## src/rtl/cfa_window5x5_if.sv

```systemverilog
// Pixel-stream in / 5x5 window out bundle for the CFA window stage.
interface cfa_window5x5_if #(
  parameter int W = 12
);
  logic            start;
  logic [W-1:0]    pix_in;
  logic            pix_valid;
  logic [25*W-1:0] win_out;
  logic            win_valid;
  logic [9:0]      center_row;
  logic [9:0]      center_col;
  logic            busy;
  logic            frame_done;

  modport master (
    output start, pix_in, pix_valid,
    input  win_out, win_valid, center_row, center_col, busy, frame_done
  );

  modport slave (
    input  start, pix_in, pix_valid,
    output win_out, win_valid, center_row, center_col, busy, frame_done
  );
endinterface

```

## src/rtl/cfa_window5x5.sv

```systemverilog
// Buffers four CFA lines and emits every fully-interior 5x5 window, registered, with a strobe.
// state | meaning:  IDLE wait for start | FILL rows 0..3 loading | RUN windows possible | DONE one-cycle frame_done
module cfa_window5x5 #(
  parameter int pixelBitWidth = 12,
  parameter int IMG_WIDTH     = 64,
  parameter int IMG_HEIGHT    = 64
) (
  input logic            clk,
  input logic            rst,
  cfa_window5x5_if.slave bus
);
  localparam int W  = pixelBitWidth;
  localparam int CW = $clog2(IMG_WIDTH);

  typedef enum logic [1:0] {S_IDLE, S_FILL, S_RUN, S_DONE} state_t;

  state_t           state_q, state_d;
  logic [9:0]       row_q, row_d, col_q, col_d;
  logic [W-1:0]     lb_mem [0:3][0:IMG_WIDTH-1];
  logic [W-1:0]     lb_rd  [0:3];
  logic [W-1:0]     sr_q   [0:4][0:4];
  logic [W-1:0]     sr_d   [0:4][0:4];
  logic [25*W-1:0]  win_q, win_d;
  logic             win_valid_q;
  logic [9:0]       center_row_q, center_col_q;
  logic [CW-1:0]    col_idx;
  logic             accept, strobe, last_col, last_row;
  logic             busy, frame_done;

  assign col_idx  = col_q[CW-1:0];
  assign accept   = bus.pix_valid && ((state_q == S_FILL) || (state_q == S_RUN));
  assign last_col = (col_q == 10'(IMG_WIDTH - 1));
  assign last_row = (row_q == 10'(IMG_HEIGHT - 1));
  // Column >= 4 keeps windows from straddling a line wrap.
  assign strobe   = accept && (row_q >= 10'd4) && (col_q >= 10'd4);

  always_comb begin
    state_d    = state_q;
    busy       = 1'b0;
    frame_done = 1'b0;
    case (state_q)
      S_IDLE: if (bus.start) state_d = S_FILL;
      S_FILL: begin
        busy = 1'b1;
        if (accept && (row_q == 10'd4) && (col_q == 10'd0)) state_d = S_RUN;
      end
      S_RUN: begin
        busy = 1'b1;
        if (accept && last_row && last_col) state_d = S_DONE;
      end
      S_DONE: begin
        frame_done = 1'b1;
        state_d    = S_IDLE;
      end
      default: state_d = S_IDLE;
    endcase
  end

  always_comb begin
    row_d = row_q;
    col_d = col_q;
    if (accept) begin
      if (last_col) begin
        col_d = 10'd0;
        row_d = last_row ? 10'd0 : row_q + 10'd1;
      end else begin
        col_d = col_q + 10'd1;
      end
    end
  end

  always_comb begin
    for (int k = 0; k < 4; k++) lb_rd[k] = lb_mem[k][col_idx];
    sr_d = sr_q;
    if (accept) begin
      for (int r = 0; r < 5; r++)
        for (int c = 0; c < 4; c++) sr_d[r][c] = sr_q[r][c+1];
      sr_d[0][4] = lb_rd[3];
      sr_d[1][4] = lb_rd[2];
      sr_d[2][4] = lb_rd[1];
      sr_d[3][4] = lb_rd[0];
      sr_d[4][4] = bus.pix_in;
    end
    win_d = '0;
    for (int r = 0; r < 5; r++)
      for (int c = 0; c < 5; c++) win_d[(r*5+c)*W +: W] = sr_d[r][c];
  end

  // Line buffers are plain RAM: no reset, written only on accept.
  always_ff @(posedge clk) begin
    if (!rst && accept) begin
      lb_mem[0][col_idx] <= bus.pix_in;
      for (int k = 1; k < 4; k++) lb_mem[k][col_idx] <= lb_rd[k-1];
    end
  end

  always_ff @(posedge clk) begin
    if (rst) begin
      state_q      <= S_IDLE;
      row_q        <= '0;
      col_q        <= '0;
      win_q        <= '0;
      win_valid_q  <= 1'b0;
      center_row_q <= '0;
      center_col_q <= '0;
      for (int r = 0; r < 5; r++)
        for (int c = 0; c < 5; c++) sr_q[r][c] <= '0;
    end else begin
      state_q     <= state_d;
      row_q       <= row_d;
      col_q       <= col_d;
      sr_q        <= sr_d;
      win_valid_q <= strobe;
      if (strobe) begin
        win_q        <= win_d;
        center_row_q <= row_q - 10'd2;
        center_col_q <= col_q - 10'd2;
      end
    end
  end

  assign bus.win_out    = win_q;
  assign bus.win_valid  = win_valid_q;
  assign bus.center_row = center_row_q;
  assign bus.center_col = center_col_q;
  assign bus.busy       = busy;
  assign bus.frame_done = frame_done;
endmodule
```

## src/flat_wrapper.sv

```systemverilog
// flat-port wrapper written by rule: the top's interface ports become plain ports
module cfa_window5x5_flat 
#(
  parameter int pixelBitWidth = 12,
  parameter int IMG_WIDTH     = 64,
  parameter int IMG_HEIGHT    = 64
)
  (clk, rst, bus_start, bus_pix_in, bus_pix_valid, bus_win_out, bus_win_valid, bus_center_row, bus_center_col, bus_busy, bus_frame_done);
  cfa_window5x5_if bus_i ();
  input logic clk;
  input logic rst;
  input wire logic [$bits(bus_i.start)-1:0] bus_start;
  input wire logic [$bits(bus_i.pix_in)-1:0] bus_pix_in;
  input wire logic [$bits(bus_i.pix_valid)-1:0] bus_pix_valid;
  output wire logic [$bits(bus_i.win_out)-1:0] bus_win_out;
  output wire logic [$bits(bus_i.win_valid)-1:0] bus_win_valid;
  output wire logic [$bits(bus_i.center_row)-1:0] bus_center_row;
  output wire logic [$bits(bus_i.center_col)-1:0] bus_center_col;
  output wire logic [$bits(bus_i.busy)-1:0] bus_busy;
  output wire logic [$bits(bus_i.frame_done)-1:0] bus_frame_done;
  assign bus_i.start = bus_start;
  assign bus_i.pix_in = bus_pix_in;
  assign bus_i.pix_valid = bus_pix_valid;
  assign bus_win_out = bus_i.win_out;
  assign bus_win_valid = bus_i.win_valid;
  assign bus_center_row = bus_i.center_row;
  assign bus_center_col = bus_i.center_col;
  assign bus_busy = bus_i.busy;
  assign bus_frame_done = bus_i.frame_done;
  cfa_window5x5 #(.pixelBitWidth(pixelBitWidth), .IMG_WIDTH(IMG_WIDTH), .IMG_HEIGHT(IMG_HEIGHT)) u_core (.clk(clk), .rst(rst), .bus(bus_i));
endmodule
```

## config.mk

```make
export PLATFORM = sky130hd
export DESIGN_NAME = cfa_window5x5_flat
export DESIGN_NICKNAME = d
export VERILOG_FILES = /design/src/rtl/cfa_window5x5_if.sv /design/src/rtl/cfa_window5x5.sv /design/src/flat_wrapper.sv
export SDC_FILE = /design/constraint.sdc
export NUM_CORES = 2
export LEC_CHECK = 0
export CORE_ASPECT_RATIO = 1.25
export CORE_MARGIN = 4
export CORE_UTILIZATION = 55
export DETAILED_ROUTE_END_ITERATION = 7
export DONT_BUFFER_PORTS = 1
export GPL_TIMING_DRIVEN = 0
export HOLD_SLACK_MARGIN = 0.02
export PLACE_DENSITY = 0.68
export SLEW_MARGIN = 20
export SYNTH_ARGS = -nofsm -noshare
export SYNTH_HDL_FRONTEND = slang
export SYNTH_SLANG_ARGS = --single-unit
```

## constraint.sdc

```tcl
create_clock -name clk -period 5.6 [get_ports clk]
set_input_delay 1.12 -clock clk [delete_from_list [all_inputs] [get_ports clk]]
set_output_delay 1.12 -clock clk [all_outputs]
set_load 0.005 [all_outputs]
```

==> flow_summary.ini <==
[placement]
pre_cts_slack_ps = -254
port_buffers = 0
hpwl_microns = 383000
gp_congestion = 0.990
numPlacedInstances = 11100

[cts]
cts_max_level = 5
root_buffer = clkbuf_16
path_clk_slew_ps = 70
postCtsHoldBufs = 0
cts_tree = built
cts_sinks = 3715
cts_made_buffers = 343
clkLatencyLatePin_ps = 980
cts_buffer_depth = 4

[drt]
drc = 38
drt-total-wl_microns = 542000
wl_per_cell_microns = 46.0
avgViaCountPerCell = 7.18
dr.pass1.iters = 8
drt_iter0_markers = 15400
ant_nets = 0
dr_total_vias = 84700

[status]
violations = design-rule violations, negative setup slack
status = complete, but fails checks

[finish]
final_cell_mix = edfxtp_1, nor2_1, mux4_2, dfxtp_1, mux2i_1
nFillCells = 16800
drive_gt1_share_pct = 23.4
final_common_cell = edfxtp_1
final_core_util_pct = 64.3
area_growth_pct = 16.5
multi_input_area_sq_um = 33200
fin_nets = 8177
final_cells = 11800
regArea_sq_um = 105000

[timing]
setup_ws_ps = -461
fin_crit_sh_pct = 108
holdWs_ps = 279
final-setup-viol-count = 1015
worst_slew_pin_slew_ps = 1350
final_hold_viol_count = 0
rsz0062_at_grt = no
fin_skew_ps = 91.6
fin_crit_ps = 6060
slew_viol_final = 0
fmax_ghz = 0.165
finalSetupTns_ps = -147860
slew_headroom_pct = 10.2

[power]
power_density_nw_per_um2 = 429
p_leak_nw = 51.9
p_switching_w = 0.0201
switching_share_pct = 28.6
intPower_w = 0.0501
seqPwrFrac_pct = 46.3
combPwrFrac_pct = 20.4
clkPwrFrac_pct = 33.3
ir_drop_mv = 0.241

[worst_setup_path]
critical_path_class = register to register
reg2regPathDepth = 10
worst_path_max_delay_cell = buf_2
arrival_ps = 6680
regToRegStartpoint = u_core.col_q[1]
r2r_end = u_core.lb_mem[1][459]
cp.required_ps = 6220
start_kind = register
path_cells = buf_4 -> buf_4 -> buf_2 -> buf_2 -> mux4_2 -> mux2i_2 -> o22ai_1 -> a211oi_2 -> inv_2 -> buf_12
cp_max_fo = 44
critPathCaptureType = register
rrSetupSlack_ps = -460
slowest_delay_ps = 830

[grt]
grt_max_degree = 66
met3_usage_pct = 18.3
antenna_found_initial = 41
gr-usage-met1_pct = 45.2
use_met2_pct = 60.0
grt_use_total_pct = 40.8
grt-ovfl-total = 0
grt_pass1_vias = 80500
grt_pass1_wl_microns = 716000
grt_busiest_layer = met2

[floorplanning]
die-area_sq_um = 263000
core-area_sq_um = 254000
die_h_microns = 573
die_width_microns = 460
ios = 339
rows = 207
initial_core_util_pct = 55.2

[synth]
synth_edf_count = 3072
avgSynthCellArea_sq_um = 18.8
ys_seq_area_share_pct = 74.9
ys_ff_latch = 3715
synthArstFlopShare_pct = 0
synth_warnings = 0
ys.flop_type = edfxtp_1
synth_fp_nets = 7514
synth_area_sq_um = 140000
synth.distinct_cells = 76
postSynthCellCount = 7484

[worst_hold_path]
hp-class = input port to register
hold_depth = 0
hold_path_end = u_core.lb_mem[0][527]
holdCritStartpoint = bus_pix_in[11]

[job]
drv_cap = 0
registers in the layout (all words and copies together), names as in the netlist:
register	cells
u_core.row_q	10
u_core.sr_q	300
u_core.bus.win_valid	1
u_core.state_q	2
u_core.col_q	10
u_core.bus.win_out	300
u_core.bus.center_col	10
u_core.bus.center_row	10
u_core.lb_mem	3072
logic make-up after synthesis:
kind of cell	synth area share [%]
fa+ha+maj	0.125
mux	15.3
simple gates	3.25
flops	74.9
compound gates	4.22
xor+xnor	0.175
buf+inv	2.01
critical path: cells and delay by family, from the launching register on:
kind                   cells  cell delay (ps)
multiplexers               2             1060
buffers and inverters      6             2870
AO/OA/AOI/OAI              2             1040
flip-flops                 1              620
metal layers:
| metal | part of all wire, % | vias to the layer above |
|---|---|---|
| met1 | 29 | 42600 |
| met3 | 16 | 2433 |
| met4 | 11 | 34 |
| li1 | - | 31400 |
| met2 | 44 | 8174 |
| met5 | 0.16 | - |
power groups by stage:
stage | Sequential [W] | Clock [W] | Combinational (W)
floorplan | 0.0331 | 0 | 0.00770
global placement | 0.0334 | 0 | 0.0125
detailed placement | 0.0331 | 0 | 0.0136
CTS | 0.0325 | 0.0233 | 0.0137
global route | 0.0325 | 0.0245 | 0.0144
finish | 0.0325 | 0.0234 | 0.0143
final cells by class:
cell class / count / area share, %
Clock inverter: 187 / 1.07
Timing Repair Buffer: 319 / 4.38
Buffer: 480 / 1.67
Clock buffer: 427 / 5.61
Antenna cell: 37 / 0.0566
Tap cell: 3344 / 2.56
Sequential cell: 3715 / 64.3
Multi-Input combinational cell: 3248 / 20.3
Inverter: 40 / 0.0949
timing repair:
item | 4_1_cts | 5_1_grt
setup endpoints to repair | 296 | 297
pin swaps | 0 | 2
setup buffers | 0 | 3
resized for setup | 6 | 9
cell usage after synthesis, drive strengths merged, types with 7 or more instances:
| cell | count | area share, % |
|---|---|---|
| mux4 | 643 | 10 |
| nor3 | 58 | 0.21 |
| or3 | 8 | 0.036 |
| a2111oi | 13 | 0.086 |
| a22o | 7 | 0.044 |
| mux2 | 70 | 0.56 |
| a21oi | 61 | 0.22 |
| a31oi | 13 | 0.058 |
| and2 | 26 | 0.12 |
| clkbuf | 193 | 0.52 |
| o22ai | 63 | 0.28 |
| xor2 | 11 | 0.069 |
| nor2b | 11 | 0.049 |
| o221ai | 52 | 0.38 |
| nand4 | 11 | 0.049 |
| a22oi | 81 | 0.43 |
| nand3 | 52 | 0.19 |
| a221o | 9 | 0.064 |
| a221oi | 25 | 0.16 |
| ha | 14 | 0.12 |
| inv | 40 | 0.11 |
| dfxtp | 643 | 9.2 |
| a222oi | 8 | 0.057 |
| nand3b | 8 | 0.043 |
| nor2 | 747 | 2.0 |
| o21ai | 17 | 0.061 |
| xnor2 | 17 | 0.11 |
| a311oi | 9 | 0.056 |
| mux2i | 627 | 4.5 |
| a211oi | 364 | 2.0 |
| buf | 288 | 1.4 |
| nand2 | 135 | 0.36 |
| o211ai | 15 | 0.080 |
| edfxtp | 3072 | 66 |
worst max-delay path by stage:
stage	startpoint	to	slack (ps)	cells after the start
global placement	u_core.col_q[2]	u_core.lb_mem[1][754]	-6390	7
detailed placement	u_core.col_q[2]	u_core.lb_mem[1][518]	-250	10
floorplan	bus_pix_valid	u_core.lb_mem[0][192]	1040	6
global route	u_core.col_q[0]	u_core.lb_mem[0][721]	30	12
finish	u_core.col_q[1]	u_core.lb_mem[1][459]	-460	10
CTS	u_core.col_q[3]	u_core.lb_mem[3][424]	30	10
stage by stage:
step	total power (W)	cell area (sq um)
2_1_floorplan	0.0408	140000
3_3_place_gp	0.0458	145000
3_5_place_dp	0.0467	152000
4_1_cts	0.0695	163000
5_1_grt	0.0714	164000
6_report	0.0702	164000
(Power assumes the default switching activity.)
